$ cat src/rtl/waddr_sel_pipe_if.sv
// Decode-to-writeback bus for the write-address selector: decode fields in, writeback and hazard status out.
// master = decode/stall side, slave = waddr_sel_pipe.
interface waddr_sel_pipe_if #(
  parameter int AW = 5
);
  logic [AW-1:0] rt;
  logic [AW-1:0] rd;
  logic [1:0]    sel;
  logic          we_in;
  logic          in_valid;
  logic          stall;
  logic          flush;
  logic [AW-1:0] rs_q;
  logic [AW-1:0] rt_q;
  logic          hazard;
  logic [AW-1:0] wb_waddr;
  logic          wb_we;
  logic          wb_valid;
  logic          sel_err;
  logic [31:0]   hazard_cnt;

  modport master (
    output rt, rd, sel, we_in, in_valid, stall, flush, rs_q, rt_q,
    input  hazard, wb_waddr, wb_we, wb_valid, sel_err, hazard_cnt
  );

  modport slave (
    input  rt, rd, sel, we_in, in_valid, stall, flush, rs_q, rt_q,
    output hazard, wb_waddr, wb_we, wb_valid, sel_err, hazard_cnt
  );
endinterface

$ cat src/rtl/waddr_sel_pipe.sv
// Destination-register select + DEPTH-stage writeback pipe with RAW hazard detect; latency DEPTH cycles.
// Backpressure: stall freezes every stage (flush overrides it); HAZARD_CNT_EN adds a saturating hazard counter.
module waddr_sel_pipe #(
  parameter int AW       = 5,
  parameter int DEPTH    = 3,
  parameter int LINK_REG = 31
) (
  input  logic            clk,
  input  logic            rst,
  waddr_sel_pipe_if.slave bus
);
  typedef struct packed {
    logic          vld;
    logic          we;
    logic [AW-1:0] addr;
  } stage_t;

  stage_t stg [DEPTH];
  stage_t cap;
  logic   sel_ok;
  logic   haz;
  logic   sel_err_q;

  always_comb begin
    cap    = '0;
    sel_ok = 1'b1;
    case (bus.sel)
      2'b00:   cap.addr = bus.rt;
      2'b01:   cap.addr = bus.rd;
      2'b10:   cap.addr = AW'(LINK_REG);
      default: sel_ok   = 1'b0;
    endcase
    cap.vld = bus.in_valid;
    // Writes to register 0 are discarded here so they can never raise a hazard downstream.
    cap.we  = bus.we_in & bus.in_valid & sel_ok & (cap.addr != '0);
  end

  always_ff @(posedge clk) begin
    if (rst) begin
      for (int k = 0; k < DEPTH; k++) stg[k] <= '0;
    end else if (bus.flush || !bus.stall) begin
      for (int k = 1; k < DEPTH; k++) stg[k] <= stg[k-1];
      stg[0] <= bus.flush ? '0 : cap;
    end
  end

  always_ff @(posedge clk) begin
    if (rst) begin
      sel_err_q <= 1'b0;
    end else if (bus.in_valid && (bus.sel == 2'b11) && !bus.stall) begin
      sel_err_q <= 1'b1;
    end
  end

  // The last stage is included: the regfile is not write-through.
  always_comb begin
    haz = 1'b0;
    for (int k = 0; k < DEPTH; k++) begin
      if (stg[k].vld && stg[k].we &&
          (((bus.rs_q != '0) && (stg[k].addr == bus.rs_q)) ||
           ((bus.rt_q != '0) && (stg[k].addr == bus.rt_q)))) begin
        haz = 1'b1;
      end
    end
  end

  assign bus.hazard   = haz;
  assign bus.wb_waddr = stg[DEPTH-1].addr;
  assign bus.wb_we    = stg[DEPTH-1].we;
  assign bus.wb_valid = stg[DEPTH-1].vld;
  assign bus.sel_err  = sel_err_q;

`ifdef HAZARD_CNT_EN
  logic [31:0] cnt_q;

  always_ff @(posedge clk) begin
    if (rst) begin
      cnt_q <= '0;
    end else if (haz && (cnt_q != 32'hFFFF_FFFF)) begin
      cnt_q <= cnt_q + 32'd1;
    end
  end

  assign bus.hazard_cnt = cnt_q;
`else
  assign bus.hazard_cnt = '0;
`endif
endmodule

$ cat src/flat_wrapper.sv
// flat-port wrapper written by rule: the top's interface ports become plain ports
module waddr_sel_pipe_flat 
#(
  parameter int AW       = 5,
  parameter int DEPTH    = 3,
  parameter int LINK_REG = 31
)
  (clk, rst, bus_rt, bus_rd, bus_sel, bus_we_in, bus_in_valid, bus_stall, bus_flush, bus_rs_q, bus_rt_q, bus_hazard, bus_wb_waddr, bus_wb_we, bus_wb_valid, bus_sel_err, bus_hazard_cnt);
  waddr_sel_pipe_if #(.AW(AW)) bus_i ();
  input  logic clk;
  input  logic rst;
  input wire logic [$bits(bus_i.rt)-1:0] bus_rt;
  input wire logic [$bits(bus_i.rd)-1:0] bus_rd;
  input wire logic [$bits(bus_i.sel)-1:0] bus_sel;
  input wire logic [$bits(bus_i.we_in)-1:0] bus_we_in;
  input wire logic [$bits(bus_i.in_valid)-1:0] bus_in_valid;
  input wire logic [$bits(bus_i.stall)-1:0] bus_stall;
  input wire logic [$bits(bus_i.flush)-1:0] bus_flush;
  input wire logic [$bits(bus_i.rs_q)-1:0] bus_rs_q;
  input wire logic [$bits(bus_i.rt_q)-1:0] bus_rt_q;
  output wire logic [$bits(bus_i.hazard)-1:0] bus_hazard;
  output wire logic [$bits(bus_i.wb_waddr)-1:0] bus_wb_waddr;
  output wire logic [$bits(bus_i.wb_we)-1:0] bus_wb_we;
  output wire logic [$bits(bus_i.wb_valid)-1:0] bus_wb_valid;
  output wire logic [$bits(bus_i.sel_err)-1:0] bus_sel_err;
  output wire logic [$bits(bus_i.hazard_cnt)-1:0] bus_hazard_cnt;
  assign bus_i.rt = bus_rt;
  assign bus_i.rd = bus_rd;
  assign bus_i.sel = bus_sel;
  assign bus_i.we_in = bus_we_in;
  assign bus_i.in_valid = bus_in_valid;
  assign bus_i.stall = bus_stall;
  assign bus_i.flush = bus_flush;
  assign bus_i.rs_q = bus_rs_q;
  assign bus_i.rt_q = bus_rt_q;
  assign bus_hazard = bus_i.hazard;
  assign bus_wb_waddr = bus_i.wb_waddr;
  assign bus_wb_we = bus_i.wb_we;
  assign bus_wb_valid = bus_i.wb_valid;
  assign bus_sel_err = bus_i.sel_err;
  assign bus_hazard_cnt = bus_i.hazard_cnt;
  waddr_sel_pipe #(.AW(AW), .DEPTH(DEPTH), .LINK_REG(LINK_REG)) u_core (.clk(clk), .rst(rst), .bus(bus_i));
endmodule
$ cat config.mk
export PLATFORM = sky130hd
export DESIGN_NAME = waddr_sel_pipe_flat
export DESIGN_NICKNAME = d
export VERILOG_FILES = /design/src/rtl/waddr_sel_pipe_if.sv /design/src/rtl/waddr_sel_pipe.sv /design/src/flat_wrapper.sv
export SDC_FILE = /design/constraint.sdc
export NUM_CORES = 1
export LEC_CHECK = 0
export BUFFER_PORTS_ARGS = -buffer_cell sky130_fd_sc_hd__buf_4
export CAP_MARGIN = 20
export CORE_AREA = 2 2 74 76
export CTS_BUF_LIST = sky130_fd_sc_hd__clkbuf_2
export DETAILED_ROUTE_END_ITERATION = 8
export DIE_AREA = 0 0 76 78
export PLACE_DENSITY = 0.68
export REMOVE_ABC_BUFFERS = 1
export SLEW_MARGIN = 10
export SYNTH_ARGS = -nofsm -noshare
export SYNTH_HDL_FRONTEND = slang
export SYNTH_SLANG_ARGS = --single-unit
$ cat constraint.sdc
create_clock -name clk -period 1.13 [get_ports clk]
set_input_delay 0.1695 -clock clk [delete_from_list [all_inputs] [get_ports clk]]
set_output_delay 0.1695 -clock clk [all_outputs]
set_load 0.01 [all_outputs]
==> results of run 1 <==
flip-flops by register name, summed over array words and instances (netlist names):
name                flops
u_core.stg             21
u_core.bus.sel_err      1
what timing repair did:
item | 4_1_cts | 5_1_grt
resized for setup | 13 | 8
pin swaps | 8 | 4
buffers inserted | 2 | 3
endpoints found under the setup margin | 8 | 8
critical path: stages, from the launching register on:
cell,delay (ns)
edfxtp_1,0.50
xor2_1,0.23
nor3_2,0.06
nand4_1,0.08
a21oi_2,0.07
a311o_1,0.32
buf_4,0.15
synthesized netlist by cell type, types with 2 or more instances:
cell type and number:
buf_4 37, edfxtp_1 21, nor2_1 20, xnor2_1 15
xor2_1 15, and2_1 14, nor3_1 8, a21oi_1 7
nand4_1 5, nand2_1 4, nand3_1 3, clkbuf_1 2
o21ai_1 2
cells by family after synthesis:
family	Yosys count
and+or+nand+nor	60
buffers and inverters	41
xor gates and xnor gates	30
DFF	22
AOI/OAI and AO/OA	12
other	1
final timing paths:
check                           from                 end  slack [ns]  cells past startpoint
hold / removal                   rst  u_core.bus.sel_err        0.07                      3
setup / recovery   u_core.stg[0][18]          bus_hazard       -0.75                      6
hold reg to reg   u_core.bus.sel_err  u_core.bus.sel_err        0.52                      2
setup reg to reg    u_core.stg[0][3]   u_core.stg[0][10]        0.27                      1
stage by stage:
step                worst slack [ns]  area, um2
floorplan                    -0.2418       1419
global route                 -0.8682       2079
CTS                          -0.7827       2051
global placement             -0.3976       1947
detailed placement           -0.4417       1947
finish                       -0.7496       2079
layer usage:
metal	up-vias	wire length [um]	share of wire, %
li1	596	-	-
met1	529	1286	42
met2	65	1481	48
met3	2	278	9.1
met4	0	12	0.39
met5	-	0	0
area by class of cell:
type,instances,area (um2),area share [%]
Multi-Input combinational cell,134,792.0,38.09
Sequential cell,22,650.6,31.29
Clock inverter,1,30.03,1.444
Inverter,2,7.507,0.3610
Timing Repair Buffer,58,496.7,23.89
Clock buffer,3,15.01,0.7220
Tap cell,70,87.58,4.212
placed cells by master (no fill, tap or decap):
| cell type | netlist | layout |
|---|---|---|
| nand2_2 | 1 | 1 |
| clkbuf_2 | 0 | 3 |
| inv_2 | 1 | 1 |
| nor3_1 | 8 | 4 |
| and3_1 | 1 | 1 |
| nor2_1 | 20 | 20 |
| a21oi_1 | 7 | 6 |
| buf_12 | 0 | 1 |
| conb_1 | 1 | 32 |
| and4_1 | 1 | 1 |
| nand2_1 | 4 | 4 |
| bufinv_16 | 0 | 1 |
| or4_1 | 1 | 1 |
| and2_1 | 14 | 14 |
| nor3_2 | 0 | 4 |
| xor2_1 | 15 | 14 |
| a41oi_1 | 1 | 1 |
| xor2_2 | 0 | 1 |
| inv_1 | 1 | 1 |
| or3_1 | 1 | 1 |
| nand4_1 | 5 | 5 |
| a311o_1 | 1 | 1 |
| xnor2_1 | 15 | 15 |
| nor2b_1 | 1 | 1 |
| o21ai_1 | 2 | 2 |
| nand3_1 | 3 | 3 |
| a21oi_2 | 1 | 2 |
| edfxtp_1 | 21 | 21 |
| buf_6 | 0 | 13 |
| buf_4 | 37 | 44 |
| dfxtp_1 | 1 | 1 |
report_power, final:
group / internal [mW] / switching, mW / leakage [nW] / total, mW
logic: 0.263 / 0.238 / 0.647 / 0.501
registers: 0.950 / 0.0489 / 0.250 / 0.999
clock network: 0.305 / 0.241 / 0.0266 / 0.547
total: 1.52 / 0.528 / 0.923 / 2.05
==> metrics.md, run 1 <==
| Metric | Value |
|---|---|
| Final Total Pwr | 2.046 mW |
| Vias in the first global route | 1154 |
| Layout cell share with drive strength beyond 1 | 32.27% |
| Syn avg cell area | 9.565 um2 |
| Grt total ovfl | 0 |
| Top FF cell, synth | edfxtp_1 |
| Cell taking the most area after synthesis | edfxtp_1 |
| CTS Hold Bufs | 0 |
| Leakage | 0.9234 nW |
| Worst Skew | 0.0006476 ns |
| DP HPWL | 2474 um |
| Failing checks | setup timing |
| I/O pins | 69 |
| GR Util met1 | 13.12% |
| GRT Max-Usage Layer | met2 |
| First-pass iteration count of the detailed router | 4 |
| Total Routed Length | 3058 um |
| Largest net degree at the start of global routing | 22 |
| Worst-Skew Late Latency | 0.33 ns |
| Setup TNS Final | -1.508 ns |
| CP endpoint kind | output port |
| Worst setup SP type | flop |
| Clk sink count | 22 |
| GPL Wtd Cong | 0.8663 |
| Min-Delay Path Class | in -> reg |
| Endpoints failing hold | 0 |
| CTS H-Tree Depth | 1 |
| # DRC | 0 |
| Worst-path clk slew | 0.23 ns |
| Nets | 249 |
| Synth async-reset ratio | 0% |
| Final Cycle Share | 166.3% |
| Initial Util | 31.49% |
| CTS tree | done |
| Non-filler instance count after layout | 290 |
| Die Ht | 78 um |
| Drt initial violations | 51 |
| Inserted Diodes | 0 |
| Port Buf Inserts | 36 |
| Met2 Use GR | 20.27% |
| Final setup fails | 8 |
| Max Cap Viol | 0 |
| Synthesized area | 0.001588 mm2 |
| First-pass GRT wire length | 5264 um |
| Post-synth top area share | 39.72% |
| Fill cells | 522 |
| Max frequency | 532.0 MHz |
| Total die area | 0.005928 mm2 |
| Yosys warns | 0 |
| Adder-cell share of the synthesized area | 0% |
| Synth Area in Compound Gates | 4.571% |
| Final Max Slew Viols | 0 |
| Synth Area in XOR/XNOR | 16.55% |
| Layout Utilization | 41.24% |
| Synth area leaders | edfxtp_1, buf_4, xnor2_1, xor2_1, and2_1 |
| RSZ-0062 raised after global routing | yes |
| WS Path Type | reg -> out |
| Largest family of logic cells by synthesized area | simple AND/OR/NAND/NOR gates |
| All-layer global routing usage | 10.97% |
| Site row count | 26 |
| Clock root cell | clkbuf_2 |
| Cell count after placement | 285 |
| Met3 Use GR | 2.093% |
| Number of synthesized flops with an enable pin | 21 |
| Initial antenna violation count | 0 |
| Wirelength per Cell | 10.54 um |
| Worst Path Arrival | 1.71 ns |
| Hold_ws | 0.07000 ns |
| Final worst setup slack | -0.7496 ns |
| Yosys cell types | 26 |
| Synth Register Bits | 22 |
| Peak VDD IR | 0.4610 mV |
| Simple logic cell fraction of the synthesized area | 19.23% |
| Post-synthesis mux area share | 0% |
| Total number of vias | 1192 |
| Crit path max fanout | 3 |
| Area growth, synth to finish | 30.97% |
| Post-synthesis sequential area ratio | 40.98% |
| Post-Syn Instances | 166 |
| Status | finished, violations left |
| CP required | 0.96 ns |
| Total CTS buffers | 3 |
| Fin crit period | 1.880 ns |
| Pwr dens | 984.1 mW/mm2 |
| Width of the die | 76 um |
| Core Box Area | 0.005042 mm2 |
| Final antenna-violating net count | 0 |
| Longest Clk Path Bufs | 2 |
| Vias/cell | 4.110 |
No activity file was read; power rests on OpenSTA's default activity.
==> run 2: changes to the inputs <==
--- a/config.mk
+++ b/config.mk
@@ -7,10 +7,10 @@
 export LEC_CHECK = 0
 export BUFFER_PORTS_ARGS = -buffer_cell sky130_fd_sc_hd__buf_4
 export CAP_MARGIN = 20
-export CORE_AREA = 2 2 74 76
+export CORE_AREA = 2 2 53 105
 export CTS_BUF_LIST = sky130_fd_sc_hd__clkbuf_2
 export DETAILED_ROUTE_END_ITERATION = 8
-export DIE_AREA = 0 0 76 78
+export DIE_AREA = 0 0 55 107
 export PLACE_DENSITY = 0.68
 export REMOVE_ABC_BUFFERS = 1
 export SLEW_MARGIN = 10
==> metrics.md, run 2 (synthesis gave the netlist of run 1 again) <==
| Metric | Value |
|---|---|
| Worst hold endpoint | u_core.bus.sel_err |
| Vias/cell | 4.392 (+6.9%) |
| Area of the multi-input gates | 770.7 um2 (-2.7%) |
| Most common cell after layout, fill and taps aside | buf_4 |
| Critical Path Max Stage Delay | 0.48 ns (-0.02 ns) |
| Worst Path Arrival | 1.74 ns (+0.03 ns) |
| Endpoints failing hold | 0 (unchanged) |
| DP HPWL | 2520 um (+1.8%) |
| Worst-path clk slew | 0.21 ns (-0.02 ns) |
| Min-Delay Path Class | in -> reg |
| All-layer global routing usage | 10.94% (-0.028 points) |
| Final antenna-violating net count | 0 (unchanged) |
| First-pass iteration count of the detailed router | 4 (unchanged) |
| Met1 WL | 975 um (-24%) |
| GPL Wtd Cong | 0.7539 (-13%) |
| Final worst setup slack | -0.7792 ns (-0.02969 ns) |
| Pwr dens | 993.6 mW/mm2 (+0.96%) |
| Grt total ovfl | 0 (unchanged) |
| Longest Clk Path Bufs | 2 (unchanged) |
| Width of the die | 55 um (-28%) |
| CP startpoint | u_core.stg[0][17] |
| Die Ht | 107 um (+37%) |
| Layout Utilization | 40.05% (-1.2 points) |
| CP endpoint kind | output port |
| Leakage | 0.9197 nW (-0.41%) |
| Non-filler instance count after layout | 278 (-4.1%) |
| First-pass GRT wire length | 4740 um (-10%) |
| DR WL met2 | 1821 um (+23%) |
| Total die area | 0.005885 mm2 (-0.73%) |
| Worst-Skew Late Latency | 0.32 ns (about the same) |
| Max frequency | 523.8 MHz (-1.6%) |
| Worst R2R Setup Slack | 0.25 ns (-0.02 ns) |
| Total number of vias | 1221 (+2.4%) |
| Clock root cell | clkbuf_2 |
| Total Routed Length | 3099 um (+1.3%) |
| WS Path Type | reg -> out |
| R2R Path End | u_core.stg[0][11] |
| Cell Chain, Critical Path | xor2_1, nor3_2, nand4_1, a21oi_1, a311o_1, buf_4 |
| CTS H-Tree Depth | 1 (unchanged) |
| Largest reg by FF count | u_core.stg |
| Max Cap Viol | 0 (unchanged) |
| Hold_ws | 0.07065 ns (+0.0006561 ns) |
| RR Startpoint | u_core.stg[0][4] |
| Total CTS buffers | 3 (unchanged) |
| Final setup fails | 8 (unchanged) |
| RSZ-0062 raised after global routing | yes |
| Final Max Slew Viols | 0 (unchanged) |
| Wirelength per Cell | 11.15 um (+5.7%) |
| Fill cells | 507 (-2.9%) |
| Worst setup SP type | flop |
| Worst Hold Path Cells | 3 (unchanged) |
| Hold_sp | rst |
| Worst Reg-to-Reg Cells | 1 (unchanged) |
| Core Box Area | 0.005092 mm2 (+0.99%) |
| Max reg flops | 21 (unchanged) |
| Most frequent cells in the layout | buf_4, conb_1, edfxtp_1 |
| Storage cell area | 650.6 um2 (unchanged) |
| Site row count | 37 (+42%) |
| Metal3 WL | 267 um (-4.0%) |
| Drt initial violations | 17 (-67%) |
| Clk sink count | 22 (unchanged) |
| Fin crit period | 1.909 ns (+0.02969 ns) |
| I/O pins | 69 (unchanged) |
| CP required | 0.96 ns (about the same) |
| # DRC | 0 (unchanged) |
| Initial antenna violation count | 0 (unchanged) |
| Worst Skew | 0.0007889 ns (+0.0001413 ns) |
| Area growth, synth to finish | 28.45% |
| Status | finished, violations left |
| Largest net degree at the start of global routing | 22 (unchanged) |
| Setup TNS Final | -1.293 ns (+0.2152 ns) |
| Inserted Diodes | 0 (unchanged) |
| Cell count after placement | 271 (-4.9%) |
| Vias in the first global route | 1208 (+4.7%) |
| Failing checks | setup timing |
| Pre-CTS WS | -0.4842 ns (-0.04246 ns) |
| Initial Util | 31.18% (-0.31 points) |
| Slowest CP cell | edfxtp_1 |
| Uppermost layer routed | met4 |
| Final Cycle Share | 169.0% (+2.6 points) |
| CTS tree | done |
| Peak VDD IR | 0.6919 mV (+50%) |
| Nets | 249 (unchanged) |
| Layout cell share with drive strength beyond 1 | 30.45% (-1.8 points) |
| Port Buf Inserts | 36 (unchanged) |
| Crit path max fanout | 3 (unchanged) |
## run 2: cell type report
class / count / share of cell area (%)
well taps: 58 / 3.558
repair buffers: 58 / 24.17
inverters: 2 / 0.3681
multi-input cells: 134 / 37.79
clock inverters: 1 / 1.472
flip-flops and latches: 22 / 31.90
clock buffers: 3 / 0.7362
## run 2: how the worst max path moves through the flow
stage	end	depth (start not counted)	slack, ns
after floorplan	bus_hazard	5	-0.24
after global placement	bus_hazard	6	-0.45
after detailed placement	bus_hazard	6	-0.48
after CTS	bus_hazard	6	-0.83
after global routing	bus_hazard	6	-0.93
final	bus_hazard	6	-0.78
## run 2: power breakdown
part           internal (mW)  leakage [nW]  switching, mW
registers              0.950         0.250         0.0501
clock network          0.305        0.0266          0.232
logic                  0.259         0.643          0.230
## run 2: per-layer routing
metal	GRT usage (%)	vias up
met4	4.704	0
met5	0	-
li1	-	597
met3	1.253	2
met2	22.53	64
met1	9.067	558
## run 2: worst max-delay path: cells and delay by family, from the launching register on
family,cells,cell delay (ns)
AND/OR/NAND/NOR,2,0.35
XOR/XNOR,1,0.18
buffers and inverters,1,0.12
AO/OA/AOI/OAI,2,0.29
flip-flops,1,0.48
## run 2: timing repair
item | CTS | global route
buffers inserted | 2 | 2
gates resized for setup | 8 | 6
pin swaps | 1 | 0
hold buffers | 0 | 0
endpoints found under the setup margin | 8 | 8
## run 2: through the flow
| step | instance area (um2) | power (mW) |
|---|---|---|
| 6_report | 2039 | 2.026 |
| 5_1_grt | 2039 | 2.134 |
| 2_1_floorplan | 1419 | 1.233 |
| 3_3_place_gp | 1917 | 1.461 |
| 4_1_cts | 2002 | 2.033 |
| 3_5_place_dp | 1917 | 1.472 |
==> run 3: changes to the inputs <==
--- a/config.mk
+++ b/config.mk
@@ -12,6 +12,7 @@
 export DETAILED_ROUTE_END_ITERATION = 8
 export DIE_AREA = 0 0 55 107
 export PLACE_DENSITY = 0.68
+export RECOVER_POWER = 100
 export REMOVE_ABC_BUFFERS = 1
 export SLEW_MARGIN = 10
 export SYNTH_ARGS = -nofsm -noshare
==> metrics.md, run 3 (synthesis gave the netlist of run 1 again) <==
| Metric | Value |
|---|---|
| Final worst setup slack | -0.7807 ns (-0.001415 ns) |
| Peak VDD IR | 0.6917 mV (about the same) |
| CP endpoint kind | output port |
| GR Util met1 | 9.067% (unchanged) |
| Longest Clk Path Bufs | 2 (unchanged) |
| Max Cap Viol | 0 (unchanged) |
| Failing checks | setup timing |
| Layout Utilization | 39.61% (-0.44 points) |
| Crit path max fanout | 3 (unchanged) |
| Inserted Diodes | 0 (unchanged) |
| Met3 Use GR | 1.253% (unchanged) |
| Initial antenna violation count | 0 (unchanged) |
| Width of the die | 55 um (unchanged) |
| Total Routed Length | 3096 um (about the same) |
| CP required | 0.96 ns (about the same) |
| Vias/cell | 4.396 (about the same) |
| Met2 Use GR | 22.53% (unchanged) |
| CTS tree | done |
| Fin crit period | 1.911 ns (+0.001415 ns) |
| Site row count | 37 (unchanged) |
| I/O pins | 69 (unchanged) |
| Max reg flops | 21 (unchanged) |
| Final Cycle Share | 169.1% (about the same) |
| Clock root cell | clkbuf_2 |
| Vias in the first global route | 1208 (unchanged) |
| Endpoints failing hold | 0 (unchanged) |
| All-layer global routing usage | 10.94% (unchanged) |
| Final setup fails | 7 (-1) |
| DP HPWL | 2520 um (unchanged) |
| Largest reg by FF count | u_core.stg |
| Pre-CTS WS | -0.4842 ns (unchanged) |
| Final antenna-violating net count | 0 (unchanged) |
| Nets | 249 (unchanged) |
| Min-Delay Path Class | in -> reg |
| Total CTS buffers | 3 (unchanged) |
| Worst setup SP type | flop |
| RSZ-0062 raised after global routing | yes |
| Fill cells | 509 (+0.39%) |
| Port Buf Inserts | 36 (unchanged) |
| Most common cell after layout, fill and taps aside | buf_4 |
| Worst-path clk slew | 0.21 ns (about the same) |
| Die Ht | 107 um (unchanged) |
| First-pass GRT wire length | 4740 um (unchanged) |
| # DRC | 0 (unchanged) |
| Layout cell share with drive strength beyond 1 | 29.55% (-0.91 points) |
| Max frequency | 523.4 MHz (about the same) |
| Initial Util | 31.18% (unchanged) |
| CTS H-Tree Depth | 1 (unchanged) |
| Leakage | 0.9016 nW (-2.0%) |
| Status | finished, violations left |
| Worst Skew | 0.0007943 ns (+0.000005329 ns) |
| Area growth, synth to finish | 27.03% |
| First-pass iteration count of the detailed router | 2 (-2) |
| Pwr dens | 1000 mW/mm2 (+0.69%) |
| CTS Hold Bufs | 0 (unchanged) |
| Final Max Slew Viols | 0 (unchanged) |
| Clk sink count | 22 (unchanged) |
| Total number of vias | 1222 (+0.082%) |
| WS Path Type | reg -> out |
| Wirelength per Cell | 11.14 um (about the same) |
| Slew margin rel. | 66.00% |
| Worst-Skew Late Latency | 0.32 ns (about the same) |
| Most frequent cells in the layout | buf_4, conb_1, edfxtp_1 |
| Slew @ Worst Pin | 0.5101 ns |
| Total die area | 0.005885 mm2 (unchanged) |
| GRT Max-Usage Layer | met2 |
| Drt initial violations | 14 (-3) |
| Grt total ovfl | 0 (unchanged) |
| Worst Path Arrival | 1.74 ns (about the same) |
| Setup TNS Final | -1.295 ns (-0.002670 ns) |
| Largest net degree at the start of global routing | 22 (unchanged) |
| GPL Wtd Cong | 0.7539 (unchanged) |
| Core Box Area | 0.005092 mm2 (unchanged) |
run 3: worst max-delay path, cell delays in order, from the launching register on:
cell	delay, ns
edfxtp_1	0.48
xor2_1	0.18
nor3_2	0.23
nand4_1	0.12
a21oi_1	0.14
a311o_1	0.15
buf_4	0.12
run 3: final cells by class:
cell class,instances,area [um2],share of cell area (%)
Multi-Input combinational cell,134,767.0,38.03
Clock buffer,3,15.01,0.7444
Inverter,2,7.507,0.3722
Clock inverter,1,30.03,1.489
Timing Repair Buffer,58,474.2,23.51
Sequential cell,22,650.6,32.26
Tap cell,58,72.57,3.598
run 3: report_power, final:
part           switching, mW  internal [mW]
Combinational          0.228          0.251
Sequential            0.0503          0.950
Clock                  0.232          0.305
run 3: worst paths after layout:
check             slack (ns)            endpoint               start  depth (start not counted)
setup / recovery       -0.78          bus_hazard   u_core.stg[0][17]                          6
hold / removal          0.11  u_core.bus.sel_err                 rst                          3
setup reg to reg        0.25   u_core.stg[0][11]    u_core.stg[0][4]                          1
hold reg to reg         0.51  u_core.bus.sel_err  u_core.bus.sel_err                          2
run 3: timing repair:
item,CTS,global route
endpoints found under the setup margin,8,8
buffers inserted,2,2
resized for setup,8,6
pin swaps,1,0
run 3: layer usage:
metal | vias up | wire, um
met1 | 561 | 996
met4 | 0 | 35
met2 | 62 | 1795
met3 | 2 | 268
li1 | 597 | -
met5 | - | 0
run 3: stage by stage:
stage / hold WS, ns / std cells / power, mW / instance area (um2)
after global placement: 0.4370 / 271 / 1.461 / 1917
after detailed placement: 0.4449 / 271 / 1.472 / 1917
final: 0.1117 / 278 / 2.018 / 2017
after global routing: 0.07987 / 278 / 2.126 / 2017
after floorplan: 0.2419 / 158 / 1.233 / 1419
after CTS: 0.04839 / 276 / 2.033 / 2002
